[config.mk]
export PLATFORM = sky130hd
export DESIGN_NAME = rf_port_sched
export DESIGN_NICKNAME = d
export VERILOG_FILES = /design/src/rtl/rf_pkg.sv /design/src/rtl/rf_rr_arb2.sv /design/src/rtl/rf_port_sched.sv
export SDC_FILE = /design/constraint.sdc
export NUM_CORES = 1
export LEC_CHECK = 0
export CORE_ASPECT_RATIO = 0.6
export CORE_MARGIN = 5
export CORE_UTILIZATION = 46
export CTS_CLUSTER_DIAMETER = 60
export DETAILED_ROUTE_END_ITERATION = 8
export PLACE_DENSITY = 0.88
export SYNTH_ARGS = -nofsm -noshare
export SYNTH_HDL_FRONTEND = slang
export SYNTH_HIERARCHICAL = 1
export SYNTH_SLANG_ARGS = --single-unit
[constraint.sdc]
create_clock -name clk -period 3.7 [get_ports clk]
set_input_delay 0.37 -clock clk [delete_from_list [all_inputs] [get_ports clk]]
set_output_delay 0.37 -clock clk [all_outputs]
set_load 0.02 [all_outputs]
[src/rtl/rf_pkg.sv]
// Shared types and constants for the register-file port scheduler.
package rf_pkg;

    localparam int RF_DATA_W = 32;
    localparam int RF_ADDR_W = 5;

    // Writes here are accepted and discarded; reads of it return zero.
    localparam logic [RF_ADDR_W-1:0] ZERO_REG = '0;

    typedef struct packed {
        logic                 valid;
        logic [RF_ADDR_W-1:0] addr;
        logic [RF_DATA_W-1:0] data;
    } wr_req_t;

endpackage

[src/rtl/rf_rr_arb2.sv]
// Two-way round-robin arbiter with a one-bit priority pointer.
// The grant is combinational; the pointer moves only on a grant.
module rf_rr_arb2 (
    input  logic clk,
    input  logic reset,
    input  logic req_a,
    input  logic req_b,
    output logic gnt_a,
    output logic gnt_b
);

    logic ptr_b;  // set when B wins the next tie

    always_comb begin
        gnt_a = 1'b0;
        gnt_b = 1'b0;
        if (!reset) begin
            if (req_a && (!req_b || !ptr_b))
                gnt_a = 1'b1;
            else if (req_b)
                gnt_b = 1'b1;
        end
    end

    always_ff @(posedge clk) begin
        if (reset)
            ptr_b <= 1'b0;
        else if (gnt_a)
            ptr_b <= 1'b1;
        else if (gnt_b)
            ptr_b <= 1'b0;
    end

endmodule

[src/rtl/rf_port_sched.sv]
// Shares the register-file write port between the ALU (A) and load (B) paths
// and issues operand reads, forwarding a write made in the accept cycle.
module rf_port_sched
    import rf_pkg::*;
#(
    parameter int DATA_W = RF_DATA_W,
    parameter int ADDR_W = RF_ADDR_W
) (
    input  logic              clk,
    input  logic              reset,
    input  logic              a_valid,
    input  logic [ADDR_W-1:0] a_addr,
    input  logic [DATA_W-1:0] a_data,
    output logic              a_ready,
    input  logic              b_valid,
    input  logic [ADDR_W-1:0] b_addr,
    input  logic [DATA_W-1:0] b_data,
    output logic              b_ready,
    input  logic              rd_req,
    input  logic [ADDR_W-1:0] ra1,
    input  logic [ADDR_W-1:0] ra2,
    output logic              rd_ready,
    output logic              rd_valid,
    output logic [DATA_W-1:0] rd1,
    output logic [DATA_W-1:0] rd2,
    output logic              we3,
    output logic [ADDR_W-1:0] wa3,
    output logic [DATA_W-1:0] wd3,
    output logic [ADDR_W-1:0] rf_ra1,
    output logic [ADDR_W-1:0] rf_ra2,
    input  logic [DATA_W-1:0] rf_rd1,
    input  logic [DATA_W-1:0] rf_rd2
);

    // Request structs carry package widths, so resize the package, not these.
    if (DATA_W != RF_DATA_W || ADDR_W != RF_ADDR_W) begin : g_width_guard
        $error("rf_port_sched widths must match rf_pkg");
    end

    logic    gnt_a, gnt_b;
    wr_req_t req_a, req_b, wr_sel, fwd_q;
    logic    hazard;
    logic    acc_q;
    logic [ADDR_W-1:0] ra1_q, ra2_q;
    logic [DATA_W-1:0] ret1, ret2, hold1, hold2;

    assign req_a = '{valid: a_valid, addr: a_addr, data: a_data};
    assign req_b = '{valid: b_valid, addr: b_addr, data: b_data};

    rf_rr_arb2 u_arb (
        .clk   (clk),
        .reset (reset),
        .req_a (a_valid),
        .req_b (b_valid),
        .gnt_a (gnt_a),
        .gnt_b (gnt_b)
    );

    assign a_ready = gnt_a;
    assign b_ready = gnt_b;

    always_comb begin
        wr_sel = gnt_b ? req_b : req_a;
        we3    = (gnt_a || gnt_b) && (wr_sel.addr != ZERO_REG);
        wa3    = wr_sel.addr;
        wd3    = wr_sel.data;
    end

    // A waiting (ungranted) write to an operand register would be missed.
    function automatic logic blocks(input logic [ADDR_W-1:0] ra,
                                    input wr_req_t req, input logic gnt);
        return (ra != ZERO_REG) && req.valid && !gnt && (req.addr == ra);
    endfunction

    always_comb begin
        hazard = blocks(ra1, req_a, gnt_a) || blocks(ra1, req_b, gnt_b) ||
                 blocks(ra2, req_a, gnt_a) || blocks(ra2, req_b, gnt_b);
    end

    assign rd_ready = rd_req && !hazard && !reset;
    assign rf_ra1   = ra1;
    assign rf_ra2   = ra2;

    always_ff @(posedge clk) begin
        if (reset) begin
            acc_q <= 1'b0;
            ra1_q <= '0;
            ra2_q <= '0;
            fwd_q <= '0;
        end else begin
            acc_q <= rd_ready;
            if (rd_ready) begin
                ra1_q <= ra1;
                ra2_q <= ra2;
                fwd_q <= '{valid: we3, addr: wa3, data: wd3};
            end
        end
    end

    // The register file read at the accept edge misses that cycle's write.
    function automatic logic [DATA_W-1:0] operand(input logic [ADDR_W-1:0] ra,
                                                  input wr_req_t fwd,
                                                  input logic [DATA_W-1:0] rf_rd);
        if (ra == ZERO_REG)
            return '0;
        else if (fwd.valid && fwd.addr == ra)
            return fwd.data;
        else
            return rf_rd;
    endfunction

    assign rd_valid = acc_q && !reset;

    always_comb begin
        ret1 = operand(ra1_q, fwd_q, rf_rd1);
        ret2 = operand(ra2_q, fwd_q, rf_rd2);
        rd1  = rd_valid ? ret1 : hold1;
        rd2  = rd_valid ? ret2 : hold2;
    end

    always_ff @(posedge clk) begin
        if (reset) begin
            hold1 <= '0;
            hold2 <= '0;
        end else if (rd_valid) begin
            hold1 <= ret1;
            hold2 <= ret2;
        end
    end

endmodule

==> impl_metrics.csv, run 1 <==
group,metric,value,unit
cells_and_area,drive_gt1_frac,0.08887,
die,rows,32,
route,viasPerCell,5.122,
route,drcViolationCount,0,
clock_network,cts_buffer_depth,2,
pwr,combPwrFrac,0.203,
clock_network,root_buffer,"clkbuf_16",
route,vias,5655,
synthesis,synth_edf_count,0,
clock_network,cts_tree,"done",
worst_setup_path,endpoint_kind,"output pin",
pwr,p_leak,0.003416,uW
placement,dp_hpwl,14300,um
global_route,grt_max_degree,86,
sta,hold_viol_final,0,
synthesis,synth_area_leaders,"dfxtp_1, mux2i_1, nand2b_1",
route,ant_nets,0,
sta,rsz0062_at_grt,"false",
synthesis,synthXorXnorAreaFrac,0.03950,
global_route,grt_util_all_layers,0.2402,
synthesis,synthCells,683,
clock_network,clkLatencyLatePin,0.40,ns
synthesis,ys_seq_area_frac,0.3676,
global_route,grt_pass1_wl,30910,um
die,core_area,13010,um^2
synthesis,synthDistinctLibCells,31,
global_route,first_global_vias,5856,
clock_network,cts_hold_buf,0,
placement,port_buffers,268,
pwr,pwr_density_cell,390.6,nW/um^2
pwr,seqPwrFrac,0.354,
die,initial_core_util,0.4771,
global_route,grt_use_met2,0.3818,
global_route,antenna_found_initial,0,
placement,gp_congestion,0.8641,
sta,min_period,3.344,ns
die,die_x,160.0,um
pwr,switching_share,0.2527,
global_route,grt_most_used_layer,"met2",
pwr,power_frac_clock,0.443,
route,routedWlPerCell,17.74,um
cells_and_area,final_nets,1075,
sta,post-route-period-util,0.9039,
global_route,grt_use_met3,0.07632,
synthesis,yosys_warnings,6,
synthesis,syn_nets,836,
sta,fmax,299.0,MHz
sta,worst_slew_pin_slew,1.041,ns
sta,fin_setup_tns,0,ns
pwr,p_int,2780,uW
synthesis,synth-adder-area-share,0,
cells_and_area,antenna_cells,0,
global_route,overflow,0,
pwr,irDropWorstVdd,295.7,uV
clock_network,clk_pin_slew,0.05,ns
clock_network,cts_setup_buffers,0,
route,first_iter_violations,320,
clock_network,h-tree-depth,4,
sta,fin_skew,0.01261,ns
cells_and_area,area_delta_synth_final,53.45,%
worst_setup_path,cp_max_fo,32,
synthesis,synthSimpleGateAreaFrac,0.2328,
synthesis,yosysTopAreaCell,"dfxtp_1",
die,dieArea,16000,um^2
route,routed_wl,19580,um
min_path,min_path_type,"input pin to flip-flop",
worst_setup_path,critPathLaunchType,"flip-flop",
worst_setup_path,worstSetupPathType,"flip-flop to output pin",
flow_run,drv_cap,0,
pwr,p_switching,940.3,uW
cells_and_area,final_core_util,0.7321,
synthesis,async_flop_share,0,
die,io-pin-count,269,
synthesis,synth_compound_area_frac,0.06368,
worst_setup_path,worstPathRequired,3.33,ns
clock_network,ctsResizeCount,0,
sta,finalSetupViolations,0,
synthesis,synth_top_family_by_area,"multiplexers",
die,die_h,99.99,um
synthesis,ys_seq_elements,114,
outcome,status,"completed",
synthesis,synth.avg_cell_area,9.090,um^2
clock_network,cts.sinks,114,
sta,timing.slew.headroom,0.3031,
synthesis,ys.flop_type,"dfxtp_1",
worst_setup_path,arrival,2.97,ns
global_route,grt.met1_usage,0.3186,
clock_network,cts_buffers,17,
sta,slew_violations,0,
route,first_pass_iters,5,
synthesis,syn_area,6208,um^2
synthesis,yosysTopAreaCellShare,0.3676,
synthesis,muxShareOfSynthArea,0.2441,
[layout make-up]
| class | instances | area [um^2] |
|---|---|---|
| Fill cell | 966 | 3486 |
| Multi-Input combinational cell | 506 | 3633 |
| Inverter | 4 | 15.01 |
| Clock buffer | 22 | 464.2 |
| Clock inverter | 9 | 131.4 |
| Timing Repair Buffer | 279 | 2788 |
| Tap cell | 170 | 212.7 |
| Sequential cell | 114 | 2282 |
[per-stage QoR]
stage / cells / total power [uW] / setup slack, ns / cell area, um^2 / hold slack, ns
global placement: 1073 / 2087 / 0.6345 / 8931 / 0.4739
CTS: 1104 / 3741 / 0.3510 / 9527 / 0.2790
detailed placement: 1073 / 2095 / 0.5401 / 8931 / 0.4745
floorplan: 683 / 1714 / 1.087 / 6208 / 0.4527
global route: 1104 / 3865 / 0.2691 / 9527 / 0.2959
finish: 1104 / 3721 / 0.3556 / 9527 / 0.2999
[state kept, by name, summed over array words and instances (netlist names)]
| register | flops |
|---|---|
| u_arb/ptr_b | 1 |
| ra1_q | 5 |
| fwd_q | 38 |
| hold2 | 32 |
| acc_q | 1 |
| ra2_q | 5 |
| hold1 | 32 |
[placed cells by master (no fill, tap or decap), types with 10 or more instances in the layout]
master	n
nand2_1	66
clkdlybuf4s50_1	267
buf_4	10
mux2_2	35
mux2i_1	112
o21ai_1	64
nor2b_1	67
nand2b_1	98
xnor2_1	13
clkbuf_16	17
dfxtp_1	114
xor2_1	15
[path summary, 6_finish.rpt]
kind / from / endpoint / slack (ns) / cells after the start
hold reg to reg: fwd_q[37]$_SDFFE_PP0P_ / fwd_q[37]$_SDFFE_PP0P_ / 0.49 / 2
setup / recovery: ra1_q[0]$_SDFFE_PP0P_ / rd1[18] / 0.36 / 4
setup reg to reg: u_arb/ptr_b$_SDFFE_PP0P_ / fwd_q[20]$_SDFFE_PP0P_ / 1.09 / 8
hold / removal: reset / u_arb/ptr_b$_SDFFE_PP0P_ / 0.30 / 2
[cells by family (layout without fill, tap and decap cells)]
group,count (synthesis),count (layout)
mux,147,147
flops,114,114
xor+xnor,28,28
simple gates,255,255
compound gates,76,76
buf+inv,63,314
[worst max-delay path: stages (launching register included)]
cell	delay (ns)
dfxtp_1	0.33
or4_1	0.57
o21ai_4	0.82
o21ai_1	0.25
clkdlybuf4s50_1	0.60
[Yosys cell counts (4+ instances only)]
library cell / count
mux2i_1: 112
o21ai_0: 5
dfxtp_1: 114
xnor2_1: 13
o21ai_1: 66
clkbuf_1: 33
xor2_1: 15
inv_1: 4
nor4_1: 5
nor2b_1: 67
mux2_2: 35
or4_1: 6
buf_4: 19
nand2_1: 66
nand2b_1: 99
[power by group through the flow]
stage / sequential [uW] / clock, uW / combinational [uW]
after CTS: 1320 / 1670 / 761
after detailed placement: 1340 / 0 / 755
final: 1320 / 1650 / 756
after global routing: 1320 / 1740 / 808
after floorplan: 1330 / 0 / 388
after global placement: 1340 / 0 / 748
[per-layer routing]
metal / part of all wire / up-vias
met5: 0 / -
met4: 0.0098 / 0
met3: 0.084 / 17
met2: 0.45 / 231
met1: 0.46 / 2642
li1: - / 2765
(Power assumes the default switching activity.)
==> run 2, diff against run 1 <==
--- a/config.mk
+++ b/config.mk
@@ -11,6 +11,7 @@
 export CTS_CLUSTER_DIAMETER = 60
 export DETAILED_ROUTE_END_ITERATION = 8
 export PLACE_DENSITY = 0.88
+export SLEW_MARGIN = 10
 export SYNTH_ARGS = -nofsm -noshare
 export SYNTH_HDL_FRONTEND = slang
 export SYNTH_HIERARCHICAL = 1
==> results of run 2 <==
No change in the layout: final DEF, timing and power equal those of run 1.
==> run 3, diff against run 2 <==
--- a/config.mk
+++ b/config.mk
@@ -7,10 +7,11 @@
 export LEC_CHECK = 0
 export CORE_ASPECT_RATIO = 0.6
 export CORE_MARGIN = 5
-export CORE_UTILIZATION = 46
+export CORE_UTILIZATION = 43
 export CTS_CLUSTER_DIAMETER = 60
+export CTS_CLUSTER_SIZE = 28
 export DETAILED_ROUTE_END_ITERATION = 8
-export PLACE_DENSITY = 0.88
+export PLACE_DENSITY = 0.83
 export SLEW_MARGIN = 10
 export SYNTH_ARGS = -nofsm -noshare
 export SYNTH_HDL_FRONTEND = slang
==> constraint.sdc (replaced) <==
create_clock -name clk -period 3.1 [get_ports clk]
set_input_delay 0.31 -clock clk [delete_from_list [all_inputs] [get_ports clk]]
set_output_delay 0.31 -clock clk [all_outputs]
set_load 0.02 [all_outputs]
==> impl_metrics.csv, run 3 (synthesis gave the netlist of run 1 again) <==
group,metric,value,unit
sta,worst_slew_pin_slew,0.8116,ns
die,io-pin-count,269,
route,viasPerCell,4.940,
pwr,irDropWorstVdd,295.0,uV
worst_setup_path,r2r_slack,0.92,ns
placement,dp_hpwl,14980,um
clock_network,cts_tree,"done",
worst_setup_path,r2r-end,"fwd_q[21]$_SDFFE_PP0P_",
route,routed_wl,20510,um
sta,fin_setup_tns,0,ns
worst_setup_path,worstPathRequired,2.79,ns
clock_network,root_buffer,"clkbuf_16",
route,drcViolationCount,0,
die,rows,34,
sta,timing.slew.headroom,0.4590,
cells_and_area,fin_area,9724,um^2
route,first_pass_iters,4,
cells_and_area,top_regs,"fwd_q x38, hold1 x32, hold2 x32",
cells_and_area,final_nets,1087,
pwr,p_leak,0.003915,uW
sta,rsz0062_at_grt,"false",
sta,post-route-period-util,0.9470,
die,die_h,103.1,um
sta,slew_violations,0,
cells_and_area,area_delta_synth_final,56.63,%
pwr,finalPower,4315,uW
sta,fin_skew,0.01309,ns
flow_run,drv_cap,0,
pwr,pwr_density_cell,443.7,nW/um^2
sta,fmax,340.6,MHz
global_route,antenna_found_initial,2,
sta,hold_viol_final,0,
worst_setup_path,worstSetupPathType,"input pin to output pin",
global_route,grt_max_degree,96,
clock_network,cts_buffers,17,
route,routedWlPerCell,17.91,um
global_route,grt_pass1_wl,31170,um
placement,port_buffers,268,
die,dieArea,17020,um^2
worst_setup_path,startpoint,"ra1[0]",
sta,finalSetupViolations,0,
worst_setup_path,cp-endpoint,"rd_ready",
route,vias,5656,
sta,whs,0.3793,ns
cells_and_area,largest_reg_flops,38,
worst_setup_path,endpoint_kind,"output pin",
sta,min_period,2.936,ns
route,first_iter_violations,317,
die,core_area,14340,um^2
die,die_x,165.1,um
worst_setup_path,r2r-start,"u_arb/ptr_b$_SDFFE_PP0P_",
worst_setup_path,arrival,2.63,ns
placement,place_area,9039,um^2
clock_network,h-tree-depth,4,
clock_network,cts_buffer_depth,2,
global_route,overflow,0,
worst_setup_path,cp_max_fo,5,
clock_network,clkLatencyLatePin,0.40,ns
cells_and_area,final_cell_mix,"clkdlybuf4s50_1, dfxtp_1, mux2i_1, nand2b_1, nor2b_1",
route,ant_nets,0,
cells_and_area,fillers,1151,
die,initial_core_util,0.4331,
cells_and_area,final_common_cell,"clkdlybuf4s50_1",
worst_setup_path,reg2regPathDepth,7,
cells_and_area,drive_gt1_frac,0.1036,
clock_network,cts.sinks,114,
placement,gp_congestion,0.8296,
clock_network,clk_pin_slew,0.05,ns
cells_and_area,final_core_util,0.6783,
global_route,grt_util_all_layers,0.2341,
min_path,min_path_type,"input pin to flip-flop",
worst_setup_path,critPathLaunchType,"input pin",
outcome,status,"completed",
global_route,first_global_vias,5688,
cells_and_area,max_flop_register,"fwd_q",
==> run 3: stage by stage <==
step / setup slack, ns / std cells
3_3_place_gp: 0.2064 / 1109
2_1_floorplan: 0.5909 / 683
6_report: 0.1642 / 1145
4_1_cts: 0.007618 / 1143
5_1_grt: 0.002206 / 1145
3_5_place_dp: 0.2043 / 1109
==> run 3: how the worst min path moves through the flow <==
| stage | to | slack (ns) | from | depth (start not counted) |
|---|---|---|---|---|
| 2_1_floorplan | fwd_q[37]$_SDFFE_PP0P_ | 0.45 | fwd_q[37]$_SDFFE_PP0P_ | 2 |
| 6_report | acc_q$_SDFF_PP0_ | 0.38 | reset | 3 |
| 3_5_place_dp | fwd_q[7]$_SDFFE_PP0P_ | 0.48 | fwd_q[7]$_SDFFE_PP0P_ | 2 |
| 4_1_cts | acc_q$_SDFF_PP0_ | 0.36 | reset | 3 |
| 5_1_grt | acc_q$_SDFF_PP0_ | 0.40 | reset | 3 |
| 3_3_place_gp | fwd_q[24]$_SDFFE_PP0P_ | 0.48 | fwd_q[24]$_SDFFE_PP0P_ | 2 |
==> run 3: cell type report <==
type	instances	area (um^2)	area share
Antenna cell	1	2.502	0.0002573
Clock buffer	21	470.5	0.04838
Clock inverter	10	85.08	0.008749
Inverter	4	15.01	0.001544
Multi-Input combinational cell	507	3650	0.3753
Sequential cell	114	2283	0.2348
Tap cell	198	247.7	0.02548
Timing Repair Buffer	290	2970	0.3055
==> run 3: critical path, stage by stage <==
cell	delay, ns
clkdlybuf4s50_1	0.51
or4_1	0.56
nor2_1	0.11
a21oi_1	0.09
nor4_4	0.33
clkdlybuf4s50_1	0.71
==> run 3: per-layer routing <==
layer	part of all wire	global-route usage	vias up
met5	0.00034	0	-
met3	0.097	0.07950	14
li1	-	-	2802
met4	0.0059	0.04920	2
met1	0.47	0.3175	2628
met2	0.43	0.3647	210
==> run 3: what timing repair did <==
item / in CTS / in global routing
setup endpoints to repair: 32 / 37
buffers inserted: 2 / 1
pin swaps: 2 / 1
gates cloned: 1 / 0
hold buffers: 0 / 0
resized for setup: 1 / 26
==> run 3: report_power, final <==
part | leakage (uW) | internal [uW] | switching, uW
clock | 0.000267 | 1150 | 671
sequential | 0.000927 | 1530 | 45.0
combinational | 0.00272 | 501 | 419
